`src/rtl/wb_regfile.sv`:
```
// Write-back stage and 2^ADDR_WIDTH-entry architectural register file.
// Two combinational read ports with same-cycle write bypass and a retired-write counter.
module wb_regfile #(
  parameter int DATA_WIDTH = 32,
  parameter int ADDR_WIDTH = 5,
  parameter int CNT_WIDTH  = 32
) (
  input  logic                  clk,
  input  logic                  reset,
  input  logic                  MemToReg_in,
  input  logic                  RegWrite_in,
  input  logic [DATA_WIDTH-1:0] Read_Data_in,
  input  logic [DATA_WIDTH-1:0] ALU_Results_in,
  input  logic [ADDR_WIDTH-1:0] Write_reg_num,
  input  logic [ADDR_WIDTH-1:0] Rs1,
  input  logic [ADDR_WIDTH-1:0] Rs2,
  output logic [DATA_WIDTH-1:0] Read_data1,
  output logic [DATA_WIDTH-1:0] Read_data2,
  output logic [DATA_WIDTH-1:0] WB_data,
  output logic                  WB_valid,
  output logic [CNT_WIDTH-1:0]  wb_count
);

  localparam int NUM_REGS = 1 << ADDR_WIDTH;

  logic [DATA_WIDTH-1:0] regs_q [NUM_REGS];
  logic [DATA_WIDTH-1:0] regs_d [NUM_REGS];
  logic [CNT_WIDTH-1:0]  cnt_q;
  logic [CNT_WIDTH-1:0]  cnt_d;
  logic [DATA_WIDTH-1:0] wb_data_s;
  logic                  wb_valid_s;

  // Write-back mux and write qualification; index 0 never counts as a write.
  always_comb begin
    wb_data_s  = MemToReg_in ? Read_Data_in : ALU_Results_in;
    wb_valid_s = RegWrite_in && (Write_reg_num != {ADDR_WIDTH{1'b0}});
  end

  // Next-state for the array and the retired-write counter.
  always_comb begin
    regs_d = regs_q;
    cnt_d  = cnt_q;
    if (wb_valid_s) begin
      regs_d[Write_reg_num] = wb_data_s;
      cnt_d                 = cnt_q + {{(CNT_WIDTH-1){1'b0}}, 1'b1};
    end else begin
      cnt_d = cnt_q;
    end
    regs_d[0] = {DATA_WIDTH{1'b0}};
  end

  // State registers with asynchronous clear.
  always_ff @(posedge clk or posedge reset) begin
    if (reset) begin
      for (int i = 0; i < NUM_REGS; i++) begin
        regs_q[i] <= {DATA_WIDTH{1'b0}};
      end
      cnt_q <= {CNT_WIDTH{1'b0}};
    end else begin
      regs_q <= regs_d;
      cnt_q  <= cnt_d;
    end
  end

  // Read ports: x0 reads zero, otherwise a matching write-back wins over the array.
  always_comb begin
    if (Rs1 == {ADDR_WIDTH{1'b0}}) begin
      Read_data1 = {DATA_WIDTH{1'b0}};
    end else if (wb_valid_s && (Rs1 == Write_reg_num)) begin
      Read_data1 = wb_data_s;
    end else begin
      Read_data1 = regs_q[Rs1];
    end
    if (Rs2 == {ADDR_WIDTH{1'b0}}) begin
      Read_data2 = {DATA_WIDTH{1'b0}};
    end else if (wb_valid_s && (Rs2 == Write_reg_num)) begin
      Read_data2 = wb_data_s;
    end else begin
      Read_data2 = regs_q[Rs2];
    end
  end

  assign WB_data  = wb_data_s;
  assign WB_valid = wb_valid_s;
  assign wb_count = cnt_q;

endmodule

```
`config.mk`:
```
export PLATFORM = sky130hd
export DESIGN_NAME = wb_regfile
export DESIGN_NICKNAME = d
export VERILOG_FILES = /design/src/rtl/wb_regfile.sv
export SDC_FILE = /design/constraint.sdc
export NUM_CORES = 2
export LEC_CHECK = 0
export ABC_AREA = 1
export BUFFER_PORTS_ARGS = -buffer_cell sky130_fd_sc_hd__buf_4
export CAP_MARGIN = 0
export CELL_PAD_IN_SITES_DETAIL_PLACEMENT = 1
export CELL_PAD_IN_SITES_GLOBAL_PLACEMENT = 2
export CORE_UTILIZATION = 35
export CTS_BUF_LIST = sky130_fd_sc_hd__clkbuf_16
export CTS_CLUSTER_SIZE = 40
export DETAILED_ROUTE_END_ITERATION = 8
export PLACE_DENSITY_LB_ADDON = 0.05
export RECOVER_POWER = 100
export SLEW_MARGIN = 10
export SYNTH_ARGS = -nofsm -noshare
export SYNTH_HDL_FRONTEND = slang
export SYNTH_SLANG_ARGS = --single-unit
```
`constraint.sdc`:
```
create_clock -name clk -period 36 [get_ports clk]
set_clock_uncertainty 0.05 [all_clocks]
set_input_delay 3.6 -clock clk [delete_from_list [all_inputs] [get_ports clk]]
set_output_delay 3.6 -clock clk [all_outputs]
set_load 0.02 [all_outputs]
```
Word level (Yosys, flattened, before mapping)
Index checks and enable logic that the tools add are counted.
- add/sub/neg operators: 1
- $mul: 0
- divide/modulo/power cells: 0
- magnitude comparators: 4
- eq/ne operators: 2
- shift-type cells: 0
- muxes and demuxes: 14
- bitwise gates (word level): 3
- reductions and logical operators: 7
- operators by type and width (kind ; count):
    1024-bit bitwise mux ; 1
    32-bit binary-select mux with 5-bit select ; 2
    32-bit two-way mux ; 10
    32-bit demux with 5-bit select ; 1
    32-bit by 1-bit adder with 32-bit output (second input constant) ; 1
    6-bit greater-or-equal comparator (second input constant) ; 3
    5-bit inverter with 6-bit output ; 3
    5-bit equality test ; 2
    5-bit zero test ; 2
    6-bit by 1-bit < comparator with 1-bit output (second input constant) ; 1
    5-bit nonzero test ; 1
    1-bit logical AND ; 4
- flip-flop bits (word level): 1024
- latch bits: 0
- memory bits (writable): 0
- bits in read-only memories: 0
- output and inout bits: 129
- word-level logic and storage cells: 63
- memories: 0

Longest topological paths before layout
- depth after elaboration: 6
- mapped depth: 13
- mapped depth without buffers: 11

Least setup slack after synthesis
No wires, ideal clock.
- kind: input to output
- start point: in Rs2[0]
- end point: out Read_data2[10]
- data arrival time: 4.962 ns
- data required time: 32.350 ns
- path slack: 27.388 ns
- stages: 12
- path buffers: 4
- path through: buf_2 -> inv_1 -> buf_2 -> buf_2 -> clkbuf_1 -> nand2_1 -> nand3_1 -> nand3_1 -> nand3_1 -> nand3_1 -> nand3_1 -> nand2_1
- cells in the longest elaborated chain, start to end: 6
- elaborated cells on any way between the ends: 9
- those cells by class: eq/ne: 1; mux: 5; bitwise: 1; reduce/logical: 2
- RTL lines (item ; line ; source):
    start, declared ; 16 ; input logic [ADDR_WIDTH-1:0] Rs2,
    5-bit inverter with 6-bit output (implied by the code) ; 79 ; Read_data2 = regs_q[Rs2];
    32-bit binary-select mux with 5-bit select ; 79 ;
    32-bit two-way mux (implied by the code) (2 in series) ; 79 ;
    32-bit two-way mux ; 76 ; end else if (wb_valid_s && (Rs2 == Write_reg_num)) begin
    32-bit two-way mux * ; 74 ; if (Rs2 == {ADDR_WIDTH{1'b0}}) begin
    end, declared ; 18 ; output logic [DATA_WIDTH-1:0] Read_data2,
Mark *: on every way between the ends. The rest lies on a longest branch, timed or not. The select of a mux whose other input is x is not followed.

Worst setup path in the final report
- start point: in Rs2[0]
- end point: out Read_data2[5]
The elaborated chain is that of the path after synthesis.

==> flow_summary.yaml <==
worst_setup_path:
  crit_path_end: "Read_data2[5]"
  crit_start: "Rs2[0]"
  r2r_cells: 8
  rr_endpoint: "wb_count[24]"
  critPathKind: "primary input to output pin"
  r2r_start: "wb_count[1]"
  rrSetupSlack_ps: 33880
  cp.arrival_ps: 17330
  crit_required_ps: 32350
  cp-end-kind: "output pin"
  cp_max_fo: 111
  worstSetupStartpointType: "primary input"
clock_tree:
  htree_levels: 4
  clockBufferDepth: 3
  root_buffer: "clkbuf_16"
  hold_buffers: 0
  cts_setup_buffers: 0
  cts_tree: "done"
  cts_resized: 0
  clk_pin_slew_worst_paths_ps: 60
  cts_made_buffers: 138
  insertion_delay_ps: 810
  clock-sinks: 1024
timing:
  finalHoldViolCount: 0
  rsz0062_at_grt: "no"
  drv_slew: 3424
  setup_viol: 0
  max_freq_mhz: 47.7
  holdWs_ps: 433
  tightest_slew_ps: 9550
  maxSlewHeadroom_pct: -537
  period_share_pct: 58.3
  period_needed_ps: 20980
  tns_ps: 0
global_route:
  grt_overflow: 0
  first_global_vias: 62900
  grt_start_max_net_pins: 168
  met1_usage_pct: 44.6
  gr-usage-met2_pct: 58.9
  antenna_found_initial: 6
  grt_pass1_wl_um: 443000
  top_usage_layer: "met2"
  gr-usage-all-layers_pct: 34.7
  use_met3_pct: 3.93
routing:
  firstDrtPassIters: 5
  wl_um: 303000
  num_vias: 62300
  viasPerCell: 5.52
  postRouteAntennaNets: 0
  drt-initial-drc-count: 5320
  wl_per_cell_um: 26.9
  drc: 0
place:
  io_buffers: 211
  dpl.hpwl_um: 168000
  place_area_mm2: 0.0634
  gp_congestion: 0.816
  dp_cells: 11000
cells_and_area:
  finalNonFillerCells: 11300
  n_antenna_cell: 0
  fillers: 21800
  final_common_cell: "nand2_1"
  finalNetCount: 9038
  syn_to_final_growth_pct: 10.5
  fin_area_mm2: 0.0665
  final_core_util_pct: 39.1
  layout_common_cells: "3214 x nand2_1, 1315 x nand3_1, 1092 x o21ai_0, 1066 x inv_1, 1024 x dfrtp_1"
  drive_gt1_share_pct: 4.26
floorplanning:
  io_pins: 212
  initial_core_util_pct: 35.4
  core_mm2: 0.170
  dieArea_mm2: 0.173
  chipHeight_um: 417
  std_cell_rows: 151
  die_w_um: 417
status:
  failed_checks: "max-capacitance violations, max-slew violations"
  outcome: "complete, but fails checks"
logic_synthesis:
  syn-num-nets: 9214
  syn_avg_cell_area_um2: 6.59
  netlist_area_mm2: 0.0601
  synth-seq-area-share_pct: 42.6
  syn_inst: 9130
  ys_ff_latch: 1024
  yosys.cell_types.count: 27
  synth_top_area_cell: "dfrtp_1"
  synth_area_leaders: "dfrtp_1 43%, nand2_1 20%, nand3_1 11%"
  yosysTopAreaCellShare_pct: 42.6
  yosys_warnings: 0
power:
  p_leak_nw: 31.8
  ir_drop_mv: 0.0457
  power.density_mw_per_mm2: 56.8
min_path:
  worst_hold_path_type: "flip-flop to flip-flop"
  holdPathStages: 2
run:
  maxCapViolCount: 77
-- metal layers --
layer / wire (um) / share of wire (%)
met5: 8 / 0.0026
met4: 15300 / 5.0
met3: 14400 / 4.7
met2: 142000 / 47
met1: 131000 / 43
-- critical path: stages --
cell and delay (ps):
clkbuf_1 1800, clkbuf_1 4860, clkbuf_1 2400, clkbuf_1 2970, o21ai_0 400, nand2_1 170
nand3_1 90, nand3_1 140, nand3_1 80, nand3_1 190, nand2_1 180, clkbuf_1 210
-- flip-flops by register name, indices dropped and copies added (netlist names) --
| register | count |
|---|---|
| regs_q | 992 |
| wb_count | 32 |
-- cells in the mapped netlist (all sizes together) --
library cell  number
a21oi             81
and2               2
buf              235
clkbuf           466
dfrtp           1024
ha                 1
inv             1046
nand2           3218
nand3           1315
nand3b             2
nand4             21
nor2             454
nor3              21
o211ai            98
o21ai           1106
or2                9
xnor2              8
xor2              23
-- final cells by class --
type	count	area, um2	share of cell area, %
multi-input cells	6359	27800	41.8
well taps	2218	2780	4.18
clock buffers	144	3600	5.42
inverters	1046	3970	5.97
clock inverters	104	551	0.828
flip-flops and latches	1024	25600	38.6
repair buffers	385	2180	3.28
-- stage by stage --
step	total power, mW	setup WS, ps
floorplan	2.17	3530
global placement	2.45	24560
finish	3.77	15020
global route	3.99	13190
detailed placement	2.49	24560
CTS	3.81	24550
-- cells by family (layout without fill, tap and decap cells) --
family	Yosys count	count (layout)	synth area share, %
fa+ha+maj	1	1	0.0208
simple gates	5042	5042	34.6
compound gates	1285	1285	11.1
buf+inv	1747	1679	11.2
xor+xnor	31	31	0.452
flops	1024	1024	42.6
-- power by group --
part           internal (mW)  leakage, nW  switching (mW)
Combinational          0.275         17.5           0.648
Clock                  0.740         2.20           0.570
Sequential              1.42         12.2           0.121
-- worst min path at each step --
stage | from | end | slack [ps]
finish | regs_q[507] | regs_q[507] | 430
global route | regs_q[489] | regs_q[489] | 450
CTS | regs_q[91] | regs_q[91] | 440
detailed placement | regs_q[91] | regs_q[91] | 420
global placement | regs_q[383] | regs_q[383] | 420
floorplan | regs_q[192] | regs_q[192] | 400
No activity file was read; power rests on OpenSTA's default activity.
